## src/rtl/nibble_sub_seq_pkg.sv

```systemverilog
// -----------------------------------------------------------------------------
// nibble_sub_seq_pkg
// Shared constants for the nibble-serial subtract sequencer:
//   - NIBBLE_W        width of the shared add slice
//   - DEFAULT_NIBBLES default operand width in nibbles
//   - ST_*            2-bit controller state encodings
// -----------------------------------------------------------------------------
package nibble_sub_seq_pkg;

  localparam int NIBBLE_W        = 4;
  localparam int DEFAULT_NIBBLES = 4;

  localparam logic [1:0] ST_IDLE = 2'd0;
  localparam logic [1:0] ST_SUB  = 2'd1;
  localparam logic [1:0] ST_NEG  = 2'd2;
  localparam logic [1:0] ST_DONE = 2'd3;

endpackage

```

## src/rtl/nibble_add4.sv

```systemverilog
// -----------------------------------------------------------------------------
// nibble_add4
// Combinational 4-bit ripple adder: {cout, s} = a + b + cin.
// Ports:
//   s    out 4  sum
//   cout out 1  carry out of bit 3
//   a    in  4  operand
//   b    in  4  operand
//   cin  in  1  carry in to bit 0
// -----------------------------------------------------------------------------
module nibble_add4
  import nibble_sub_seq_pkg::*;
(
  output logic [NIBBLE_W-1:0] s,
  output logic                cout,
  input  logic [NIBBLE_W-1:0] a,
  input  logic [NIBBLE_W-1:0] b,
  input  logic                cin
);

  logic [NIBBLE_W:0] w_c;

  assign w_c[0] = cin;

  for (genvar gi = 0; gi < NIBBLE_W; gi++) begin : g_fa
    assign s[gi]      = a[gi] ^ b[gi] ^ w_c[gi];
    assign w_c[gi+1]  = (a[gi] & b[gi]) | (a[gi] & w_c[gi]) | (b[gi] & w_c[gi]);
  end

  assign cout = w_c[NIBBLE_W];

endmodule

```

## src/rtl/nibble_sub_seq.sv

```systemverilog
// -----------------------------------------------------------------------------
// nibble_sub_seq
// Multi-precision unsigned subtractor built around a single 4-bit add slice.
// a-b is formed one nibble per cycle, LSB first, as a + ~b + carry. With mag
// set and a borrow out of the top nibble, a second pass two's-complements the
// working register (~work + 1) through the same slice, giving |a-b|.
// Ports:
//   clk   in  1  clock, rising edge
//   rst   in  1  synchronous active-high reset
//   start in  1  request, accepted in IDLE or DONE
//   mag   in  1  1 = return |a-b|, 0 = raw two's-complement difference
//   a     in  W  minuend (captured on accept)
//   b     in  W  subtrahend (captured on accept)
//   busy  out 1  high while subtracting or negating
//   done  out 1  one-cycle result-valid pulse
//   diff  out W  result, held until the next done
//   neg   out 1  borrow out of the MSB nibble (a < b), held with diff
// -----------------------------------------------------------------------------
module nibble_sub_seq
  import nibble_sub_seq_pkg::*;
#(
  parameter int NIBBLES = DEFAULT_NIBBLES
) (
  input  logic                         clk,
  input  logic                         rst,
  input  logic                         start,
  input  logic                         mag,
  input  logic [NIBBLE_W*NIBBLES-1:0]  a,
  input  logic [NIBBLE_W*NIBBLES-1:0]  b,
  output logic                         busy,
  output logic                         done,
  output logic [NIBBLE_W*NIBBLES-1:0]  diff,
  output logic                         neg
);

  localparam int W  = NIBBLE_W * NIBBLES;
  localparam int IW = $clog2(NIBBLES);
  localparam logic [IW-1:0] LAST_IDX = IW'(NIBBLES - 1);

  logic [1:0]          r_state;
  logic [IW-1:0]       r_idx;
  logic                r_carry;
  logic                r_mag;
  logic [W-1:0]        r_a;
  logic [W-1:0]        r_b;
  logic [W-1:0]        r_work;
  logic [W-1:0]        r_diff;
  logic                r_neg;

  logic [NIBBLE_W-1:0] w_a_arr    [NIBBLES];
  logic [NIBBLE_W-1:0] w_b_arr    [NIBBLES];
  logic [NIBBLE_W-1:0] w_work_arr [NIBBLES];
  logic [NIBBLE_W-1:0] w_op_a;
  logic [NIBBLE_W-1:0] w_op_b;
  logic [NIBBLE_W-1:0] w_sum;
  logic                w_cout;
  logic [W-1:0]        w_work_upd;
  logic                w_last;

  // Nibble views of the operands, plus the working register with the current
  // nibble replaced by this cycle's sum (so the final nibble is visible in the
  // same edge that publishes diff).
  for (genvar gi = 0; gi < NIBBLES; gi++) begin : g_nib
    assign w_a_arr[gi]    = r_a[gi*NIBBLE_W +: NIBBLE_W];
    assign w_b_arr[gi]    = r_b[gi*NIBBLE_W +: NIBBLE_W];
    assign w_work_arr[gi] = r_work[gi*NIBBLE_W +: NIBBLE_W];
    assign w_work_upd[gi*NIBBLE_W +: NIBBLE_W] =
      (r_idx == IW'(gi)) ? w_sum : r_work[gi*NIBBLE_W +: NIBBLE_W];
  end

  // SUB: a + ~b + c.  NEG: ~work + 0 + c (carry seeded with 1 = +1).
  assign w_op_a = (r_state == ST_NEG) ? ~w_work_arr[r_idx] : w_a_arr[r_idx];
  assign w_op_b = (r_state == ST_NEG) ? '0 : ~w_b_arr[r_idx];
  assign w_last = (r_idx == LAST_IDX);

  nibble_add4 u_add (
    .s    (w_sum),
    .cout (w_cout),
    .a    (w_op_a),
    .b    (w_op_b),
    .cin  (r_carry)
  );

  always_ff @(posedge clk) begin
    if (rst) begin
      r_state <= ST_IDLE;
      r_idx   <= '0;
      r_carry <= 1'b0;
      r_mag   <= 1'b0;
      r_a     <= '0;
      r_b     <= '0;
      r_work  <= '0;
      r_diff  <= '0;
      r_neg   <= 1'b0;
    end else begin
      case (r_state)
        ST_IDLE, ST_DONE: begin
          if (start) begin
            r_a     <= a;
            r_b     <= b;
            r_mag   <= mag;
            r_idx   <= '0;
            r_carry <= 1'b1;
            r_state <= ST_SUB;
          end else begin
            r_state <= ST_IDLE;
          end
        end
        ST_SUB: begin
          r_work  <= w_work_upd;
          r_carry <= w_cout;
          r_idx   <= r_idx + 1'b1;
          if (w_last) begin
            // No carry out of the top nibble means a borrow: a < b.
            if (r_mag && !w_cout) begin
              r_idx   <= '0;
              r_carry <= 1'b1;
              r_state <= ST_NEG;
            end else begin
              r_idx   <= '0;
              r_diff  <= w_work_upd;
              r_neg   <= ~w_cout;
              r_state <= ST_DONE;
            end
          end
        end
        ST_NEG: begin
          r_work  <= w_work_upd;
          r_carry <= w_cout;
          r_idx   <= r_idx + 1'b1;
          if (w_last) begin
            r_idx   <= '0;
            r_diff  <= w_work_upd;
            r_neg   <= 1'b1;
            r_state <= ST_DONE;
          end
        end
        default: r_state <= ST_IDLE;
      endcase
    end
  end

  assign busy = (r_state == ST_SUB) || (r_state == ST_NEG);
  assign done = (r_state == ST_DONE);
  assign diff = r_diff;
  assign neg  = r_neg;

endmodule

```

## config.mk

```make
export PLATFORM = sky130hd
export DESIGN_NAME = nibble_sub_seq
export DESIGN_NICKNAME = d
export VERILOG_FILES = /design/src/rtl/nibble_sub_seq_pkg.sv /design/src/rtl/nibble_add4.sv /design/src/rtl/nibble_sub_seq.sv
export SDC_FILE = /design/constraint.sdc
export NUM_CORES = 1
export LEC_CHECK = 0
export CORE_ASPECT_RATIO = 1.1
export CORE_UTILIZATION = 30
export DETAILED_ROUTE_END_ITERATION = 12
export PLACE_DENSITY = 0.51
export SYNTH_ARGS = -nofsm -noshare
export SYNTH_HDL_FRONTEND = slang
export SYNTH_SLANG_ARGS = --single-unit
```

## constraint.sdc

```tcl
create_clock -name clk -period 3.8 [get_ports clk]
set_clock_uncertainty 0.2 [all_clocks]
set_input_delay 0.38 -clock clk [delete_from_list [all_inputs] [get_ports clk]]
set_output_delay 0.38 -clock clk [all_outputs]
set_load 0.03 [all_outputs]
```

-- Word-level counts from Yosys, hierarchy flattened
Cells that the tools add are included.
- register bits: 71
- latch bits: 0
- memory bits (writable): 0
- memory bits (read-only): 0
- input bits: 36
- output and inout bits: 19
- word-level logic and storage cells: 99
- memories kept: 0
- $add $sub $neg: 1
- $mul: 0
- divide/modulo/power cells: 0
- order comparisons: 1
- equal/unequal tests: 10
- shift-type cells: 0
- multiplexer cells: 35
- bitwise gates (word level): 32
- reduce and logical (&&, ||, !) cells: 11
- operator list (operator ; number):
    $mux W16 ; 3
    $mux W4 ; 12
    $pmux W16 S2 ; 1
    $bmux W4 S2 ; 3
    $and A1 B1 Y1 ; 12
    $eq A2 B2 Y1 const B ; 4
    $mux W1 ; 8
    $mux W2 ; 4
    $ne A2 B2 Y1 const B ; 4
    $not A4 Y4 ; 2
    $or A1 B1 Y1 ; 8
    $xor A1 B1 Y1 ; 8
    $pmux W2 S3 ; 1
    $eq A2 B1 Y1 const B ; 2
    $logic_not A2 Y1 ; 2
    $pmux W2 S2 ; 1
    $reduce_and A2 Y1 ; 2
    $reduce_and A4 Y1 ; 1
    $reduce_or A2 Y1 ; 2
    $ge A3 B3 Y1 const B ; 1
    $not A2 Y3 ; 1
    $pmux W1 S3 ; 1
    $add A2 B1 Y2 const B ; 1
    $pmux W1 S2 ; 1
    5 further kinds ; 5

-- Longest topological paths before layout
- depth after elaboration: 23
- mapped depth: 17
- depth with buffers taken out: 14

-- By module
A second synthesis with hierarchy kept.
- cell total of the unflattened synthesis: 396
- area, all modules: 3647.2 µm²
- modules (own cells, without submodules) (module ; instances ; cells each ; area an instance (µm²) ; sequential area each (µm²)):
    nibble_sub_seq ; 1 ; 382 ; 3529.6 ; 1421.4
    nibble_add4 ; 1 ; 14 ; 117.6 ; 0.0

-- Least setup slack after synthesis
No wires, ideal clock.
- path type: reg2reg
- start point: register r_state[0]
- end point: register r_diff[15], in the netlist diff[15]
- setup time: 0.071 ns
- data arrival time: 3.786 ns
- required time: 3.529 ns
- path slack: -0.256 ns
- stages on the path, launching flop included: 17
- path buffers: 3
- clock period less this slack: 4.056 ns
- cells stage by stage: dfxtp_1 > inv_1 > ha_1 > buf_4 > buf_2 > o21ai_0 > mux4_2 > fa_1 > inv_1 > fa_1 > inv_1 > fa_1 > fa_1 > and3_4 > buf_6 > or4b_1 > a21oi_1
- cells in the longest elaborated chain, start to end: 18
- elaborated cells on any way between the ends: 38
- those cells by class: 5 x eq/ne; 7 x mux; 22 x bitwise; 4 x reduce/logical
- ends and longest elaborated chain (item ; RTL line ; text):
    start, declared ; nibble_sub_seq.sv:40 ; logic [1:0] r_state;
    start signal, assigned ; nibble_sub_seq.sv:86 ; r_state <= ST_IDLE;
    start signal, assigned ; nibble_sub_seq.sv:104 ; r_state <= ST_SUB;
    start signal, assigned ; nibble_sub_seq.sv:106 ; r_state <= ST_IDLE;
    $eq A2 B2 Y1 ; nibble_sub_seq.sv:72, nibble_sub_seq.sv:73, nibble_sub_seq.sv:96 ;
    $mux W4, on equally long branches ; nibble_sub_seq.sv:72, nibble_sub_seq.sv:73 ;
    $and A1 B1 Y1 ; nibble_add4.sv:27 ; assign w_c[gi+1] = (a[gi] & b[gi]) | (a[gi] & w_c[gi]) | (b[gi] & w_c[gi]);
    $or A1 B1 Y1 (2 in series) ; nibble_add4.sv:27 ;
    $and A1 B1 Y1 ; nibble_add4.sv:27 ;
    $or A1 B1 Y1 (2 in series) ; nibble_add4.sv:27 ;
    $and A1 B1 Y1 ; nibble_add4.sv:27 ;
    $or A1 B1 Y1 (2 in series) ; nibble_add4.sv:27 ;
    $and A1 B1 Y1 ; nibble_add4.sv:27 ;
    $or A1 B1 Y1 (2 in series) ; nibble_add4.sv:27 ;
    $logic_not A1 Y1 ; nibble_sub_seq.sv:115 ; if (r_mag && !w_cout) begin
    $logic_and A1 B1 Y1 ; nibble_sub_seq.sv:115 ;
    $ne A2 B2 Y1 (no line) ; n/a ;
    $reduce_and A4 Y1 (no line) ; n/a ;
    end signal, assigned ; nibble_sub_seq.sv:121 ; r_diff <= w_work_upd;
    end signal, assigned ; nibble_sub_seq.sv:133 ; r_diff <= w_work_upd;
    end, declared ; nibble_sub_seq.sv:47 ; logic [W-1:0] r_diff;
Parallel ways exist; a longest one is shown, timed or not. The select of a mux whose other input is x is not followed.
A chain may end at the register's enable or synchronous reset.

-- Worst setup path in the final report
- start point: register r_state[0]
- end point: register r_diff[12], in the netlist diff[12]
The elaborated chain is that of the path after synthesis.

==> impl_results.md <==
* Post-DP HPWL at 5.86 mm
* Largest delay share family, worst path: adder cells
* Outcome: finished, final reports clean
* Clock Path Buffers at 2
* Top-area cell type share of the netlist area at 43.3%
* Initial antenna violation count at 0
* TritonCTS Buffers at 9
* Flop pwr share at 29.8%
* Layout area overhead at 31.0%
* Design area at 4300 sq um
* Pre-antenna DRT Iters at 4
* Top_reg_cell synth: dfxtp_1
* Crit-path max cell delay at 0.49 ns
* M2 GR Usage at 23.0%
* Area leader, netlist: dfxtp_1
* Mapped Nets at 441
* DRC at 0
* Clock Power Share at 28.0%
* Met1 global-route usage at 21.3%
* Clock insertion delay at the later pin of the skew report at 0.32 ns
* Layout Nets at 482
* Layout cells sized above 1 at 12.0%
* Area contributors post-synth: dfxtp_1, nand2_1, a21oi_1
* Clock-pin slew on the worst setup and hold paths at 0.06 ns
* Iteration-0 DRC Markers at 71
* Crit path DAT at 3.70 ns
* Root Buffer: clkbuf_16
* Via density at 4.79
* #FFs+latches synth at 71
* Worst slew margin at 29.3%
* Global-route wire length before repair at 13.5 mm
* Critical Path Slowest Stage Cell: mux4_2
* Final worst path period need at 3.65 ns
* EDFF count, synth at 0
* Cts hold-fix bufs at 0
* Final Hold Viols at 0
* Placement Rows at 39
* Core region area at 10500 sq um
* # diodes at 0
* Register area at 1420 sq um
* DIE HEIGHT at 112 um
* Vias in the first global route at 2687
* Antenna Nets Post-Route at 0
* Yosys cell types at 32
* Port bufs at 54
* DR vias at 2793
* MaxCap Viol Count at 0
* CP dominant cell by count: fa_2
* Num ports at 55
* Worst slack, placed at 0.0727 ns
* Gr usage total at 15.1%
* Psw at 1200 uW
* Final worst-path cycle share at 96.1%
* DIE AREA at 11400 sq um
* Finish-stage setup viols at 0
* Overall die width at 102 um
* CP Buf/Inv Count at 3
* P per Cell Area at 753 nW/um^2
* M3 GR Usage at 2.95%
* CP Launch Type: flop
* Peak supply drop at 0.359 mV
* F_max at 274 MHz
* Grt ovf at 0
* CP Class: reg -> reg
* Least-Margin Pin Slew at 1.06 ns
* Pint at 2040 uW
* Max Slew Vio Count at 0
* Synthesized instance count at 394
* Area post-placement at 3960 sq um
* CP Max Fanout at 10
* CTS H-Tree Depth at 3
* Drt wl/cell at 13.6 um
* CP Cell Sequence: inv_2 -> ha_4 -> nand2_1 -> o21ai_0 -> mux4_2 -> fa_2 -> inv_2 -> fa_1 -> inv_1 -> fa_2 -> fa_2 -> and3_4 -> or4b_1 -> a21oi_2
* Fillers at 1115
* Register area share after synthesis at 43.3%
* Final RePlAce weighted congestion at 0.773
* FFs w/ async S/R, synth at 0%
* P_leak at 0.00149 uW
* Combinational power share at 42.3%
* TritonCTS clock tree: done
* Sink Count at 71
* Cell Area, Synth at 3290 sq um
* Setup TNS at 0 ns
* Global routing's busiest layer: met2
* Switching share of total power at 37.1%
* Min-Delay Path Class: reg -> reg
* Multi-input logic area at 1680 sq um
* Layout Utilization at 40.8%
* Worst EP required at 3.85 ns
* Worst setup EP type: flop
* Drt total wl at 7.93 mm
* Final hold slack at 0.251 ns
* Setup WS post-layout at 0.147 ns
* Mean area per synthesized cell at 8.34 sq um
* Initial Util at 31.2%
* Yosys warnings at 0
* Largest net degree at the start of global routing at 43
[metrics by stage]
| step | total power [uW] | cells |
|---|---|---|
| 6_report | 3240 | 583 |
| 5_1_grt | 3480 | 583 |
| 4_1_cts | 3270 | 582 |
| 3_5_place_dp | 2360 | 566 |
| 3_3_place_gp | 2350 | 566 |
| 2_1_floorplan | 1920 | 394 |
[synth_stat cells, types with 2 or more instances]
cell	n
nand2_1	89
dfxtp_1	71
a21oi_1	56
nor2_1	26
clkbuf_1	25
o21ai_0	25
a211oi_1	17
inv_1	9
o2111ai_1	9
buf_2	8
mux2i_1	8
mux4_2	8
ha_1	7
nor2b_1	5
fa_1	4
buf_1	3
nand3_1	3
or2_2	3
or4b_1	3
buf_6	2
o21a_1	2
[layer usage]
layer / share of wire, % / vias to the layer above
li1: - / 1439
met1: 51 / 1292
met2: 45 / 54
met3: 3.2 / 8
met4: 1.0 / 0
met5: 0 / -
[cells by family after synthesis]
logic type                 after synthesis  synth area share, %
AOI/OAI and AO/OA                      114                 20.3
adders and majority gates               11                 5.10
buffers and inverters                   49                 6.47
DFF                                     71                 43.3
muxes                                   16                 7.92
and+or+nand+nor                        133                 16.9
[repair_timing]
item / CTS / global route
endpoints found under the setup margin: 0 / 15
setup buffers: 0 / 1
resized for setup: 0 / 3
[power groups by stage]
stage / clock network, uW / registers (uW) / logic, uW
after global placement: 0 / 976 / 1380
after CTS: 922 / 963 / 1390
final: 905 / 964 / 1370
after detailed placement: 0 / 978 / 1390
after global routing: 959 / 979 / 1540
after floorplan: 0 / 948 / 968
[final timing paths]
kind / depth (start not counted) / to / slack [ns] / startpoint
max: 14 / diff[12] / 0.15 / r_state[0]
min: 2 / r_a[2] / 0.25 / r_a[2]
max reg2reg: 14 / diff[12] / 0.15 / r_state[0]
min reg2reg: 2 / r_a[2] / 0.25 / r_a[2]
[state kept, by name, indices dropped and copies added (netlist names)]
register	cells
diff	16
r_mag	1
r_state	2
r_carry	1
r_b	16
r_work	16
r_idx	2
r_a	16
neg	1
[cell usage in the layout, fill, tap and decap left out, drive strengths merged, types with 2 or more instances in the layout]
master / n
fa: 4
buf: 16
ha: 7
mux4: 8
clkinv: 3
o2111ai: 9
or4b: 3
mux2i: 8
o21ai: 25
a21oi: 56
bufinv: 2
nor2b: 5
clkbuf: 10
nand2: 89
inv: 10
o21a: 2
or2: 3
a211oi: 17
clkdlybuf4s50: 53
nor2: 26
nand3: 3
dfxtp: 71
[tightest hold or removal path: stages, from the launching register on]
cell and delay, ns:
dfxtp_1 0.30, nand2_1 0.05, a21oi_1 0.05
[area by class of cell]
cell class	count	area share, %
flip-flops and latches	71	33.1
well taps	143	4.16
inverters	10	0.872
clock inverters	6	2.18
repair buffers	69	15.4
multi-input cells	274	39.0
clock buffers	10	5.32
No activity file was read; power rests on OpenSTA's default activity.
